### config.mk
export PLATFORM = sky130hd
export DESIGN_NAME = d_reg_pipe_flat
export DESIGN_NICKNAME = d
export VERILOG_FILES = /design/src/rtl/d_reg_pkg.sv /design/src/rtl/d_reg_pipe_if.sv /design/src/rtl/d_reg_stage.sv /design/src/rtl/d_reg_pipe.sv /design/src/flat_wrapper.sv
export SDC_FILE = /design/constraint.sdc
export NUM_CORES = 1
export LEC_CHECK = 0
export BUFFER_PORTS_ARGS = -buffer_cell sky130_fd_sc_hd__buf_2
export CAP_MARGIN = 20
export CORE_MARGIN = 2
export CORE_UTILIZATION = 51
export CTS_CLUSTER_DIAMETER = 40
export DETAILED_ROUTE_END_ITERATION = 8
export GPL_TIMING_DRIVEN = 0
export PLACE_DENSITY = 0.83
export SYNTH_ARGS = -nofsm -noshare
export SYNTH_HDL_FRONTEND = slang
export SYNTH_SLANG_ARGS = --single-unit
### constraint.sdc
create_clock -name clock -period 4.7 [get_ports clock]
set_input_delay 0.94 -clock clock [delete_from_list [all_inputs] [get_ports clock]]
set_output_delay 0.94 -clock clock [all_outputs]
set_load 0.005 [all_outputs]
### src/rtl/d_reg_pkg.sv
// Mode encoding shared by the D-register pipeline, its stages and its users.
package d_reg_pkg;

  localparam logic [1:0] MODE_HOLD  = 2'b00;
  localparam logic [1:0] MODE_SHIFT = 2'b01;
  localparam logic [1:0] MODE_LOAD  = 2'b10;
  localparam logic [1:0] MODE_CLEAR = 2'b11;

endpackage

### src/rtl/d_reg_pipe_if.sv
// Control/data bundle of the D-register pipeline: the master drives the
// command side (en, mode, D, in_valid), the slave returns stage status.
interface d_reg_pipe_if #(
  parameter int WIDTH = 8,
  parameter int DEPTH = 4
);
  localparam int CW = $clog2(DEPTH + 1);

  logic             en;
  logic [1:0]       mode;
  logic [WIDTH-1:0] D;
  logic             in_valid;
  logic [WIDTH-1:0] Q;
  logic             out_valid;
  logic [CW-1:0]    count;
  logic             full;
  logic             empty;

  modport master (
    output en, mode, D, in_valid,
    input  Q, out_valid, count, full, empty
  );

  modport slave (
    input  en, mode, D, in_valid,
    output Q, out_valid, count, full, empty
  );
endinterface

### src/rtl/d_reg_stage.sv
// One pipeline stage: WIDTH-bit data register plus its valid bit.
// clr wins over ld; with neither asserted the stage holds.
module d_reg_stage #(
  parameter int WIDTH = 8
) (
  input  logic             clock,
  input  logic             Rst,
  input  logic             ld,
  input  logic             clr,
  input  logic [WIDTH-1:0] d,
  input  logic             v_in,
  output logic [WIDTH-1:0] q,
  output logic             v
);

  // Stage register: async clear on Rst low, otherwise clear/load/hold.
  always_ff @(posedge clock or negedge Rst) begin
    if (!Rst) begin
      q <= '0;
      v <= 1'b0;
    end else if (clr) begin
      q <= '0;
      v <= 1'b0;
    end else if (ld) begin
      q <= d;
      v <= v_in;
    end
  end

endmodule

### src/rtl/d_reg_pipe.sv
// WIDTH-bit, DEPTH-stage D-register pipeline with per-stage valid bits.
// Decodes en/mode into per-stage load/clear strobes and keeps a registered
// occupancy count (with full/empty flags) in step with the stage valids.
module d_reg_pipe
  import d_reg_pkg::*;
#(
  parameter int WIDTH = 8,
  parameter int DEPTH = 4
) (
  input logic           clock,
  input logic           Rst,
  d_reg_pipe_if.slave   bus
);

  localparam int CW = $clog2(DEPTH + 1);

  logic [WIDTH-1:0] stage_q   [DEPTH];
  logic             stage_v   [DEPTH];
  logic [WIDTH-1:0] stage_d   [DEPTH];
  logic             stage_vin [DEPTH];
  logic             ld;
  logic             clr;

  logic [CW-1:0]    count;
  logic             full;
  logic             empty;
  logic [CW-1:0]    count_next;
  logic [CW:0]      count_ext;

  // Mode decode: en low or an unrecognised mode leaves every stage holding.
  always_comb begin
    ld         = 1'b0;
    clr        = 1'b0;
    count_next = count;
    count_ext  = '0;
    for (int i = 0; i < DEPTH; i++) begin
      stage_d[i]   = bus.D;
      stage_vin[i] = bus.in_valid;
    end
    if (bus.en) begin
      case (bus.mode)
        MODE_SHIFT: begin
          ld = 1'b1;
          for (int i = 1; i < DEPTH; i++) begin
            stage_d[i]   = stage_q[i-1];
            stage_vin[i] = stage_v[i-1];
          end
          // Occupancy moves by what enters stage 0 minus what leaves the end.
          count_ext  = {1'b0, count} + {{CW{1'b0}}, bus.in_valid}
                     - {{CW{1'b0}}, stage_v[DEPTH-1]};
          count_next = count_ext[CW-1:0];
        end
        MODE_LOAD: begin
          ld         = 1'b1;
          count_next = bus.in_valid ? CW'(DEPTH) : '0;
        end
        MODE_CLEAR: begin
          clr        = 1'b1;
          count_next = '0;
        end
        default: ;
      endcase
    end
  end

  genvar g;
  generate
    for (g = 0; g < DEPTH; g++) begin : g_stage
      d_reg_stage #(.WIDTH(WIDTH)) u_stage (
        .clock (clock),
        .Rst   (Rst),
        .ld    (ld),
        .clr   (clr),
        .d     (stage_d[g]),
        .v_in  (stage_vin[g]),
        .q     (stage_q[g]),
        .v     (stage_v[g])
      );
    end
  endgenerate

  // Occupancy and flags, registered on the same edge as the stages.
  always_ff @(posedge clock or negedge Rst) begin
    if (!Rst) begin
      count <= '0;
      full  <= 1'b0;
      empty <= 1'b1;
    end else begin
      count <= count_next;
      full  <= (count_next == CW'(DEPTH));
      empty <= (count_next == '0);
    end
  end

  // An unknown mode while enabled is a stimulus error; flag it.
  always_ff @(posedge clock) begin
    if (Rst && bus.en === 1'b1) begin
      assert (!$isunknown(bus.mode))
        else $error("d_reg_pipe: mode is unknown while enabled");
    end
  end

  assign bus.Q         = stage_q[DEPTH-1];
  assign bus.out_valid = stage_v[DEPTH-1];
  assign bus.count     = count;
  assign bus.full      = full;
  assign bus.empty     = empty;

endmodule

### src/flat_wrapper.sv
// flat-port wrapper written by rule: the top's interface ports become plain ports
module d_reg_pipe_flat import d_reg_pkg::*;
#(
  parameter int WIDTH = 8,
  parameter int DEPTH = 4
)
  (clock, Rst, bus_en, bus_mode, bus_D, bus_in_valid, bus_Q, bus_out_valid, bus_count, bus_full, bus_empty);
  d_reg_pipe_if #(.WIDTH(WIDTH), .DEPTH(DEPTH)) bus_i ();
  input logic clock;
  input logic Rst;
  input wire logic [$bits(bus_i.en)-1:0] bus_en;
  input wire logic [$bits(bus_i.mode)-1:0] bus_mode;
  input wire logic [$bits(bus_i.D)-1:0] bus_D;
  input wire logic [$bits(bus_i.in_valid)-1:0] bus_in_valid;
  output wire logic [$bits(bus_i.Q)-1:0] bus_Q;
  output wire logic [$bits(bus_i.out_valid)-1:0] bus_out_valid;
  output wire logic [$bits(bus_i.count)-1:0] bus_count;
  output wire logic [$bits(bus_i.full)-1:0] bus_full;
  output wire logic [$bits(bus_i.empty)-1:0] bus_empty;
  assign bus_i.en = bus_en;
  assign bus_i.mode = bus_mode;
  assign bus_i.D = bus_D;
  assign bus_i.in_valid = bus_in_valid;
  assign bus_Q = bus_i.Q;
  assign bus_out_valid = bus_i.out_valid;
  assign bus_count = bus_i.count;
  assign bus_full = bus_i.full;
  assign bus_empty = bus_i.empty;
  d_reg_pipe #(.WIDTH(WIDTH), .DEPTH(DEPTH)) u_core (.clock(clock), .Rst(Rst), .bus(bus_i));
endmodule
==> results.yml <==
place:
  dp_slack_ns: 2.00
  dp_cells: 256
  dpl_cell_area_sq_um: 2010
  place_hpwl_um: 2470
  place.gp.congestion: 0.828
  io_buffers: 27
sta:
  period_needed_ns: 2.34
  worstMarginPinSlew_ns: 0.882
  grt_setup_unrepaired: "false"
  finalSetupViolCount: 0
  finalCritPeriodShare_pct: 49.8
  fin_skew_ns: 0.00300
  fin_tns_setup_ns: 0
  slew_viol_final: 0
  slew_headroom_pct: 41.2
  timing.hold.ws_ns: 0.486
  fmax_mhz: 428
  final_hold_viol_count: 0
  layout_setup_ws_ns: 2.36
routing:
  drt-total-wl_um: 3540
  drt_drc_violations_left: 0
  dr.pass1.iters: 4
  vias: 1431
  drt_iter0_markers: 72
  wl_per_cell_um: 13.4
  drt-vias-per-instance: 5.42
  ant_nets: 0
clocking:
  clk_latency_ns: 0.36
  ctsRootBufferMaster: "clkbuf_4"
  cts_buffers: 5
  clkTransAtPathRegs_ns: 0.12
  htreeDepth: 2
  cts_tree: "built"
  cts_max_path_buffers: 2
  cts_hold_buf: 0
  cts.sinks: 41
  cts_resized: 0
  post_cts_buffers: 0
synthesis:
  synth-simple-area-share_pct: 13.9
  synth_xor_area_share_pct: 0.483
  syn_area_sq_um: 1810
  yosys.area.top_type: "dfrtp_1"
  ys_ff_latch: 41
  syn_nets: 204
  yosys_warnings: 0
  yosys.area_share.adder_pct: 5.24
  yosysTopAreaCellShare_pct: 55.2
  synthFlopType: "dfrtp_1"
  async_flop_share_pct: 100
  synth_top_family_by_area: "compound AO/OA/AOI/OAI gates"
  yosysSeqAreaShare_pct: 56.6
  synthTopCellsByArea: "dfrtp_1 55%, o21ai_0 7.7%, a21oi_1 7.4%"
  synth_area_per_cell_sq_um: 9.91
  synth_compound_area_share_pct: 20.3
  synthMuxAreaShare_pct: 0
  synth_edf_count: 0
  synth.distinct_cells: 25
  syn_inst: 183
setup_path:
  worst-path-max-fanout: 10
  crit_type: "in -> reg"
  arrival_ns: 2.60
  end_kind: "flip-flop"
  crit_path_top_delay_cell: "o21ai_1"
  startpoint_type: "input pin"
  critPathMaxStageDelay_ns: 0.60
  worstPathCellList: "buf_2 > inv_1 > ha_1 > o21ai_1 > clkbuf_1 > nand2_1 > o21ai_0"
  cp.required_ns: 4.97
power_and_ir_drop:
  clkPwrFrac_pct: 25.1
  sequentialPowerShare_pct: 56.5
  pwr-share-comb_pct: 18.4
  peakVddDrop_mv: 0.174
  p_leak_nw: 1.02
  p_int_mw: 0.547
  sw_frac_of_total_pct: 29.9
  p_per_area_nw_per_um2: 377
  switchingPower_mw: 0.233
finish:
  area.growth.synth_to_final_pct: 14.2
  drive_gt1_share_pct: 19.3
  fin_cells: 264
  final.fill_count: 299
  num-nets-final: 238
  diodes: 0
  design_area_sq_um: 2070
run:
  max_cap_violations: 0
grt:
  grt_pass1_wl_um: 6470
  grt_pass1_vias: 1446
  grt_overflow_total: 0
  grt_util_all_layers_pct: 20.8
  grt_max_degree: 42
  antenna_found_initial: 0
die:
  die_h_um: 63.6
  pin_count: 28
  core-area_sq_um: 3390
  initial_core_util_pct: 53.5
  fp-row-count: 21
  die_width_um: 63.6
  die-area_sq_um: 4050
run_status:
  outcome: "completed"
min_path:
  holdCritPathClass: "reg -> reg"
==> logic make-up (layout without fill, tap and decap cells) <==
logic type / count (synthesis) / count (layout)
flip-flops: 41 / 41
AO/OA/AOI/OAI: 66 / 66
buffers and inverters: 15 / 50
adder cells (fa/ha/maj): 7 / 7
AND/OR/NAND/NOR: 53 / 53
XOR/XNOR: 1 / 1
==> stage by stage <==
| step | total power, mW | utilization (%) |
|---|---|---|
| 6_report | 0.781 | 61.1 |
| 5_1_grt | 0.829 | 61.1 |
| 4_1_cts | 0.786 | 61.1 |
| 3_5_place_dp | 0.594 | 59.2 |
| 3_3_place_gp | 0.586 | 59.2 |
| 2_1_floorplan | 0.530 | - |
==> cell usage after synthesis (2+ instances only) <==
master	number
a21oi_1	27
a22o_1	9
buf_2	3
clkbuf_1	6
dfrtp_1	40
ha_1	6
inv_1	5
nand2_1	33
nor2_1	2
nor2b_1	10
o21ai_0	28
==> critical path: cells and delay by family <==
family | cells | cell delay, ns
adder cells (fa/ha/maj) | 1 | 0.30
AO/OA/AOI/OAI | 2 | 0.72
buffers and inverters | 3 | 0.54
AND/OR/NAND/NOR | 1 | 0.09
==> placed cells by master, fill, tap and decap left out, drive strengths merged, types with 2 or more instances in the layout <==
cell,n
buf,31
clkbuf,12
inv,5
dfrtp,40
clkinv,2
o21ai,29
nand2,33
nor2b,10
a22o,9
ha,6
a21oi,27
nor2,2
==> area by class of cell <==
class / instances / area (sq um) / area share, %
well taps: 46 / 57.6 / 2.78
repair buffers: 27 / 135 / 6.52
multi-input cells: 127 / 723 / 34.9
clock buffers: 6 / 51.3 / 2.48
inverters: 5 / 18.8 / 0.906
flip-flops and latches: 41 / 1030 / 49.6
clock inverters: 2 / 13.8 / 0.664
plain buffers: 10 / 45.0 / 2.17
==> power by group through the flow <==
stage / clock network (mW) / registers, mW / logic [mW]
2_1_floorplan: 0 / 0.446 / 0.0846
3_3_place_gp: 0 / 0.445 / 0.141
3_5_place_dp: 0 / 0.448 / 0.146
4_1_cts: 0.199 / 0.441 / 0.146
5_1_grt: 0.212 / 0.450 / 0.167
6_report: 0.196 / 0.441 / 0.144
==> routing by layer <==
metal  part of all wire [%]  GRT usage [%]  wire (um)
met2                     49           33.3       1720
met1                     44           26.6       1550
met5                      0              0          0
met3                    4.9           4.11        172
met4                    2.7           11.1         96
==> worst paths after layout <==
| kind | startpoint | to | slack (ns) | cells past startpoint |
|---|---|---|---|---|
| worst min-delay path | u_core.g_stage[3].u_stage.q[7]$_DFFE_PN0P_ | u_core.g_stage[3].u_stage.q[7]$_DFFE_PN0P_ | 0.49 | 2 |
| worst min register to register | u_core.g_stage[3].u_stage.q[7]$_DFFE_PN0P_ | u_core.g_stage[3].u_stage.q[7]$_DFFE_PN0P_ | 0.49 | 2 |
| max in group asynchronous | Rst | u_core.g_stage[1].u_stage.q[1]$_DFFE_PN0P_ | 3.48 | 1 |
| min in group asynchronous | Rst | u_core.bus.count[2]$_DFF_PN0_ | 0.68 | 1 |
| worst max register to register | u_core.bus.count[0]$_DFF_PN0_ | u_core.bus.full$_DFF_PN0_ | 2.37 | 10 |
| worst max-delay path | bus_mode[0] | u_core.g_stage[3].u_stage.q[4]$_DFFE_PN0P_ | 2.36 | 7 |
==> sequential cells by signal, summed over array words and instances (netlist names) <==
name / flops
u_core.g_stage.u_stage.q: 32
u_core.g_stage.u_stage.v: 4
u_core.bus.count: 3
u_core.bus.empty: 1
u_core.bus.full: 1
No activity file was read; power rests on OpenSTA's default activity.
